$ cat src/rtl/auth_sequencer_pkg.sv
// Shared encodings for the authentication sequencer: one-hot states, phase indices
// and the enable decoder used by the top level.
package auth_sequencer_pkg;

   localparam int SIZE_OF_STATES_SEQ = 5;

   typedef enum logic [SIZE_OF_STATES_SEQ-1:0] {
      ST_IDLE    = 5'b00001,
      ST_RUN     = 5'b00010,
      ST_RELEASE = 5'b00100,
      ST_DONE    = 5'b01000,
      ST_FAIL    = 5'b10000
   } seq_state_t;

   localparam logic [1:0] PHASE_DIGESTS = 2'd0;
   localparam logic [1:0] PHASE_CERT    = 2'd1;
   localparam logic [1:0] PHASE_CHAL    = 2'd2;
   localparam logic [1:0] FAIL_ABORT    = 2'd3;

   // Index 3 shifts out of the 3-bit field and yields no enable.
   function automatic logic [2:0] phase_onehot(input logic [1:0] phase);
      return 3'b001 << phase;
   endfunction

endpackage

$ cat src/rtl/auth_phase_timer.sv
// Per-phase watchdog: 16-bit up-counter with clear (dominant) and enable, flagging
// expiry when the count reaches TIMEOUT_CYCLES-1.
module auth_phase_timer #(
   parameter int TIMEOUT_CYCLES = 1000
) (
   input  logic clk,
   input  logic clear,
   input  logic enable,
   output logic expired
);

   localparam logic [15:0] LAST_COUNT = 16'(TIMEOUT_CYCLES - 1);

   logic [15:0] count_q;

   always_ff @(posedge clk) begin
      if (clear) begin
         count_q <= '0;
      end else if (enable) begin
         count_q <= count_q + 16'd1;
      end
   end

   assign expired = (count_q == LAST_COUNT);

endmodule

$ cat src/rtl/auth_sequencer.sv
// Sequences the digests, certificate and challenge phase controllers for one slot.
// Optional retry support is enabled with the AUTH_RETRY_EN macro.
module auth_sequencer
   import auth_sequencer_pkg::*;
#(
   parameter int TIMEOUT_CYCLES = 1000,
   parameter int MAX_RETRIES    = 2
) (
   input  logic       clk,
   input  logic       reset,
   input  logic       start,
   input  logic       abort,
   input  logic [1:0] slot,
   input  logic [2:0] phase_done,
   input  logic [2:0] phase_failed,
   output logic [2:0] phase_en,
   output logic [1:0] slot_out,
   output logic       busy,
   output logic       auth_done,
   output logic       auth_failed,
   output logic [1:0] fail_phase,
   output logic       fail_timeout,
   output logic [1:0] retry_count
);

   seq_state_t state_q, state_d;
   logic [1:0] phase_q, phase_d;
   logic [1:0] retry_q, retry_d;
   logic [1:0] slot_d;
   logic [1:0] fail_phase_d;
   logic       fail_timeout_d;
   logic       expired;
   logic       hit_done, hit_failed, hit_any_fail, retry_ok;

   auth_phase_timer #(
      .TIMEOUT_CYCLES(TIMEOUT_CYCLES)
   ) u_timer (
      .clk    (clk),
      .clear  (state_q != ST_RUN),
      .enable (state_q == ST_RUN),
      .expired(expired)
   );

   // Only the bit of the active phase is observed.
   assign hit_done     = |(phase_done   & phase_onehot(phase_q));
   assign hit_failed   = |(phase_failed & phase_onehot(phase_q));
   assign hit_any_fail = hit_failed | expired;

`ifdef AUTH_RETRY_EN
   assign retry_ok = (retry_q < 2'(MAX_RETRIES));
`else
   assign retry_ok = 1'b0;
`endif

   always_comb begin
      state_d        = state_q;
      phase_d        = phase_q;
      retry_d        = retry_q;
      slot_d         = slot_out;
      fail_phase_d   = fail_phase;
      fail_timeout_d = fail_timeout;
      unique case (state_q)
         ST_IDLE: begin
            if (start) begin
               state_d        = ST_RUN;
               phase_d        = PHASE_DIGESTS;
               retry_d        = 2'd0;
               slot_d         = slot;
               fail_phase_d   = 2'd0;
               fail_timeout_d = 1'b0;
            end
         end
         ST_RUN: begin
            // Priority: abort, then failure/timeout, then done.
            if (abort) begin
               state_d        = ST_FAIL;
               fail_phase_d   = FAIL_ABORT;
               fail_timeout_d = 1'b0;
            end else if (hit_any_fail) begin
               if (retry_ok) begin
                  state_d = ST_RELEASE;
                  retry_d = retry_q + 2'd1;
               end else begin
                  state_d        = ST_FAIL;
                  fail_phase_d   = phase_q;
                  fail_timeout_d = ~hit_failed;
               end
            end else if (hit_done) begin
               if (phase_q == PHASE_CHAL) begin
                  state_d = ST_DONE;
               end else begin
                  state_d = ST_RELEASE;
                  phase_d = phase_q + 2'd1;
                  retry_d = 2'd0;
               end
            end
         end
         ST_RELEASE: begin
            if (abort) begin
               state_d        = ST_FAIL;
               fail_phase_d   = FAIL_ABORT;
               fail_timeout_d = 1'b0;
            end else begin
               state_d = ST_RUN;
            end
         end
         ST_DONE, ST_FAIL: begin
            if (abort) begin
               state_d = ST_IDLE;
            end else if (start) begin
               state_d        = ST_RUN;
               phase_d        = PHASE_DIGESTS;
               retry_d        = 2'd0;
               slot_d         = slot;
               fail_phase_d   = 2'd0;
               fail_timeout_d = 1'b0;
            end
         end
         default: state_d = ST_IDLE;
      endcase
   end

   // Outputs are registered from the next-state values so they track the state.
   always_ff @(posedge clk) begin
      if (!reset) begin
         state_q      <= ST_IDLE;
         phase_q      <= PHASE_DIGESTS;
         retry_q      <= 2'd0;
         phase_en     <= 3'b000;
         slot_out     <= 2'd0;
         busy         <= 1'b0;
         auth_done    <= 1'b0;
         auth_failed  <= 1'b0;
         fail_phase   <= 2'd0;
         fail_timeout <= 1'b0;
      end else begin
         state_q      <= state_d;
         phase_q      <= phase_d;
         retry_q      <= retry_d;
         phase_en     <= (state_d == ST_RUN) ? phase_onehot(phase_d) : 3'b000;
         slot_out     <= slot_d;
         busy         <= (state_d == ST_RUN) || (state_d == ST_RELEASE);
         auth_done    <= (state_d == ST_DONE);
         auth_failed  <= (state_d == ST_FAIL);
         fail_phase   <= fail_phase_d;
         fail_timeout <= fail_timeout_d;
      end
   end

   assign retry_count = retry_q;

endmodule

$ cat config.mk
export PLATFORM = sky130hd
export DESIGN_NAME = auth_sequencer
export DESIGN_NICKNAME = d
export VERILOG_FILES = /design/src/rtl/auth_sequencer_pkg.sv /design/src/rtl/auth_phase_timer.sv /design/src/rtl/auth_sequencer.sv
export SDC_FILE = /design/constraint.sdc
export NUM_CORES = 1
export LEC_CHECK = 0
export ABC_CLOCK_PERIOD_IN_PS = 2500
export CAP_MARGIN = 20
export CELL_PAD_IN_SITES_DETAIL_PLACEMENT = 1
export CELL_PAD_IN_SITES_GLOBAL_PLACEMENT = 1
export CORE_UTILIZATION = 40
export DETAILED_ROUTE_END_ITERATION = 16
export MAX_ROUTING_LAYER = met4
export PLACE_DENSITY = 0.87
export SYNTH_ARGS = -nofsm -noshare
export SYNTH_HDL_FRONTEND = slang
export SYNTH_SLANG_ARGS = --single-unit
$ cat constraint.sdc
create_clock -name clk -period 2.5 [get_ports clk]
set_clock_uncertainty 0.1 [all_clocks]
set_input_delay 0.25 -clock clk [delete_from_list [all_inputs] [get_ports clk]]
set_output_delay 0.25 -clock clk [all_outputs]
set_load 0.05 [all_outputs]
# Word-level counts from Yosys, hierarchy flattened
# Index checks and enable logic that the tools add are counted.
dict set report op_classes {
  add_sub_neg 2
  multipliers 0
  n_div 0
  magnitude_cmp 0
  eq_ne 19
  shift 2
  n_mux 37
  bitwise_logic 4
  reduce_logical 11
}
# operator n
set ops {}
lappend ops {{$mux 2} 19}
lappend ops {{$mux 5} 6}
lappend ops {{$pmux 5 s4} 1}
lappend ops {{$add 16x1->16 const B} 1}
lappend ops {{$eq 16x10->1 const B} 1}
lappend ops {{$ne 2x2->1 const B} 6}
lappend ops {{$pmux 2 s3} 2}
lappend ops {{$eq 5x2->1 const B} 2}
lappend ops {{$eq 5x3->1 const B} 2}
lappend ops {{$eq 5x4->1 const B} 2}
lappend ops {{$eq 5x5->1 const B} 2}
lappend ops {{$pmux 2 s4} 1}
lappend ops {{$and 3x3->3} 2}
lappend ops {{$reduce_and 6->1} 1}
lappend ops {{$reduce_or 3->1} 2}
lappend ops {{$shl 1x2->3 const A} 2}
lappend ops {{$eq 5x1->1 const B} 1}
lappend ops {{$mux 1} 5}
lappend ops {{$ne 5x2->1 const B} 1}
lappend ops {{$mux 4} 1}
lappend ops {{$pmux 1 s4} 1}
lappend ops {{$pmux 2 s2} 1}
lappend ops {{$reduce_and 2->1} 2}
lappend ops {{$reduce_and 4->1} 1}
lappend ops {{10 further kinds} 10}
dict set report word_totals {
  reg_bits 36
  latchBits 0
  ram_bits 0
  romBits 0
  in_bits 12
  elab_cells 86
  memories 0
}

# Depth between registers and ports, before layout
dict set report logic_depth {
  depth_word 9
  depth_mapped 7
  ltp_nobuf 7
}

# By module
# From an unflattened synthesis, not the netlist that was laid out.
dict set report hier_totals {
  cells_unflattened 215
  area_unflattened_um2 1876.8
}
# module instances cells_per_inst area_per_inst_um2 seq_area_each_um2
set by_module_without_submodules {}
lappend by_module_without_submodules {auth_sequencer 1 124 1043.5 360.3}
lappend by_module_without_submodules {auth_phase_timer 1 91 833.3 320.3}

# Least setup slack after synthesis
# Ideal clock, no wire load.
dict set report synth_timing {
  path_type {reg2reg}
  startpoint {reg state_q[2]}
  endpoint {reg fail_phase[0]}
  setup_time_ns 0.124
  t_arrival_ns 1.802
  required_time_ns 2.276
  setup_slack_ns 0.474
  stages_incl_launch_ff 8
  n_path_buf 2
  synth_period_minus_slack_ns 2.026
  cell_sequence {dfxtp_1 > buf_6 > or4b_4 > or2_4 > buf_6 > and3_4 > nor4b_1 > nor3_1}
}
dict set report synth_via {
  elab_chain_len 4
  word_cells_on_any_way 12
  classes_between {eq/ne: 8; mux: 1; reduce/logical: 3}
}
# item line
set synth_lines {}
lappend synth_lines {{from (decl)} auth_sequencer.sv:26} ;# seq_state_t state_q, state_d;
lappend synth_lines {{from (signal assigned)} auth_sequencer.sv:137} ;# state_q <= state_d;
lappend synth_lines {{$eq 5x4->1 / $eq 5x5->1 (equally long branches)} auth_sequencer.sv:62} ;# unique case (state_q)
lappend synth_lines {{$reduce_or 2->1} auth_sequencer.sv:62}
lappend synth_lines {{$reduce_bool 4->1 (no source line) / $ne 2x2->1 (equally long branches)} --}
lappend synth_lines {{$reduce_and 4->1 (no source line)} --}
lappend synth_lines {{to (signal assigned)} auth_sequencer.sv:145} ;# fail_phase <= fail_phase_d;
lappend synth_lines {{to (decl)} auth_sequencer.sv:21} ;# output logic [1:0] fail_phase,
# Parallel ways exist; a longest one is shown, timed or not.
# A chain may end at the register's enable or synchronous reset.

# Worst setup path after layout
dict set report layout_timing {
  startpoint {reg state_q[2]}
  endpoint {reg busy}
}
dict set report layout_via {
  elab_chain_len 6
  word_cells_on_any_way 15
  classes_between {eq/ne: 7; mux: 6; reduce/logical: 2}
}
# item line
set layout_lines {}
lappend layout_lines {{$mux 5} auth_sequencer.sv:88} ;# end else if (hit_done) begin
lappend layout_lines {{$mux 5} auth_sequencer.sv:79} ;# end else if (hit_any_fail) begin
lappend layout_lines {{$mux 5} auth_sequencer.sv:75} ;# if (abort) begin
lappend layout_lines {{$pmux 5 s4 (*)} auth_sequencer.sv:62}
lappend layout_lines {{$eq 5x2->1 / $eq 5x3->1 (equally long branches)} auth_sequencer.sv:142} ;# busy <= (state_d == ST_RUN) || (state_d == ST_RELEASE);
lappend layout_lines {{$logic_or 1x1->1 (*)} auth_sequencer.sv:142}
lappend layout_lines {{to (signal assigned)} auth_sequencer.sv:142}
lappend layout_lines {{to (decl)} auth_sequencer.sv:18} ;# output logic busy,
# Mark *: on every way between the ends. The rest lies on a longest branch, timed or not.

==> run metrics <==
status complete, no violations; Worst Slack Setup Final 250.6 ps; number of synthesized flops with an enable pin 0; first-pass GRT wire length 6.810 mm; drt pass-1 iters 4; Layout area overhead 21.19%; clk slew on worst S/H paths 80 ps; CTS H-tree depth 2; top-count cell post-synth dfxtp_1; CTS tree yes; final std cells w/o fill 270; Crit path max-delay family compound AO/OA/AOI/OAI gates; Final setup viols 0; # DRC 0; Final Cell Area 0.002032 sq mm; FF-to-FF path depth 5; Max FO, Critical Path 9; GP Congestion 0.7818; RSZ-0062 raised after global routing false; Netlist cell types 44; share of the synthesized area in the top cell type 40.60%; kind of end point of the critical path flip-flop; ys flop type dfxtp_1; die span in x 66.74 um; drt first-iter violations 48; part of the cycle the worst path needs 89.97%; Slew HR 55.36%; Final Hold Viols 0; Crit Reg-Reg Endpoint busy$_SDFF_PN0_; Max Slew Vio Count 0; Detail Route Antenna Nets 0; CP Cell Sequence or4b_2 -> a2111oi_0 -> a211oi_1 -> o211ai_2 -> o21ai_0; sequential share of the synthesized area 40.60%; FF-to-FF setup slack 250 ps; Power Density 592.1 mW/mm^2; hold_sp u_timer.count_q[0]$_SDFFE_PN0P_; CP max stage delay 690 ps; layout cell share with drive strength beyond 1 8.182%; Synth area leader dfxtp_1; CTS buffer count 5; CP startpoint kind flip-flop; GRT Overall Usage 21.34%; post-synthesis instance total 193; Final Power 0.001203 W; max cap viols 0; routed len/inst 15.60 um; pre-CTS WS 53.22 ps; CP Buf/Inv Count 0; leakage power 0.7393 nW; CTS root buf clkbuf_8; largest net degree at the start of global routing 21; vias per inst 5.489; crit path DAT 2310 ps; Post-CTS Setup Inserts 0; vias 1482; Clock Path Buffers 2; syn avg cell area 8.687 sq um; Placed Area 0.001937 sq mm; Clock Sinks 34; r2r startpoint state_q[2]$_SDFF_PN0_; Clock Latency Late Sink 290 ps; routed wire length 4.213 mm; YS warnings 0; CTS resizes 0; initial antenna violation count 0; Die Ht 66.74 um; slowest CP cell or4b_2; hold_buf cts 0; hold depth 1; Post-DP HPWL 3.089 mm; dominant cells by area after synthesis dfxtp_1 41%, nor2_1 5.8%, xor2_1 4.7%; hold path endpoint u_timer.count_q[0]$_SDFFE_PN0P_; FFs w/ async S/R, synth 0%; DIE AREA 0.004454 sq mm; Antenna diodes 0; critical path class flip-flop to flip-flop; Ports 25; setup TNS 0 ps; fmax 0.4446 GHz; Post-Place Cells 262; hold crit path type flip-flop to flip-flop; minimum clock period 2249 ps; port bufs 22; global route total overflow 0; initial core utilization 41.91%; number of register bits inferred by synthesis 34; Core Box Area 0.004000 sq mm; cell row count 23; Worst-Margin Slew 669.0 ps; Final #Nets 235; top post-synthesis cells by count 34 x dfxtp_1, 26 x nor2_1, 13 x o21ai_0; worst vdd rail ir drop 0.4582 mV; vias in the first global route 1471; worst path required time 2560 ps; area of the mapped netlist 0.001677 sq mm
==> cell usage in the layout (no fill, tap or decap), types with 5 or more instances in the layout <==
cell | synthesis | routed
nor2_1 | 26 | 26
nand2_1 | 9 | 9
and2_1 | 7 | 7
nand4_1 | 6 | 6
clkdlybuf4s50_1 | 0 | 22
a21oi_1 | 6 | 6
o21ai_0 | 13 | 13
nand3_1 | 8 | 8
dfxtp_1 | 34 | 34
xor2_1 | 9 | 9
nor3_1 | 6 | 6
inv_1 | 9 | 9
xnor2_1 | 5 | 5
clkbuf_8 | 0 | 6
==> how the worst max path moves through the flow <==
stage                          startpoint                         end  slack (ps)  depth (start not counted)
CTS                 state_q[2]$_SDFF_PN0_             busy$_SDFF_PN0_         290                          5
detailed placement                  start             busy$_SDFF_PN0_          50                          6
floorplan           state_q[2]$_SDFF_PN0_  fail_phase[0]$_SDFFE_PN0P_         470                          7
global route        state_q[4]$_SDFF_PN0_             busy$_SDFF_PN0_          60                          5
global placement                    start             busy$_SDFF_PN0_         140                          6
finish              state_q[2]$_SDFF_PN0_             busy$_SDFF_PN0_         250                          5
==> kinds of logic after synthesis <==
family | synth area share, %
other | 0.2237
and+or+nand+nor | 28.88
muxes | 1.791
xor gates and xnor gates | 7.314
AOI/OAI and AO/OA | 13.28
buffers and inverters | 4.925
DFF | 40.60
adders and majority gates | 2.985
==> state kept, by name, indices dropped and copies added, names as in the netlist <==
name / cells
busy: 1
auth_failed: 1
fail_timeout: 1
state_q: 5
auth_done: 1
slot_out: 2
phase_q: 2
u_timer.count_q: 16
fail_phase: 2
phase_en: 3
==> metrics by stage <==
stage / util, % / hold slack, ps
after floorplan: - / 271.7
after global placement: 48.42 / 326.6
after detailed placement: 48.42 / 353.1
after CTS: 50.80 / 367.3
after global routing: 50.80 / 371.8
final: 50.80 / 370.5
==> layout make-up <==
cell class	instances	area, sq um
Inverter	9	33.78
Clock inverter	2	12.51
Clock buffer	6	82.58
Sequential cell	34	680.7
Fill cell	489	1968
Multi-Input combinational cell	144	917.1
Timing Repair Buffer	25	242.7
Tap cell	50	62.56
==> where the power goes <==
group	total, W	switching, W	leakage, nW	internal [W]
sequential	0.000581	0.0000215	0.275	0.000560
combinational	0.000193	0.000117	0.417	0.0000760
clock	0.000429	0.000207	0.0472	0.000221
total	0.00120	0.000346	0.739	0.000857
==> per-layer routing <==
layer | up-vias | track usage [%] | wire, um
met2 | 27 | 36.11 | 2043
met4 | 0 | 5.585 | 40
met1 | 720 | 25.50 | 2005
met3 | 5 | 4.623 | 124
met5 | - | - | 0
li1 | 730 | - | -
Note: power is estimated with default switching activity, not from simulation.
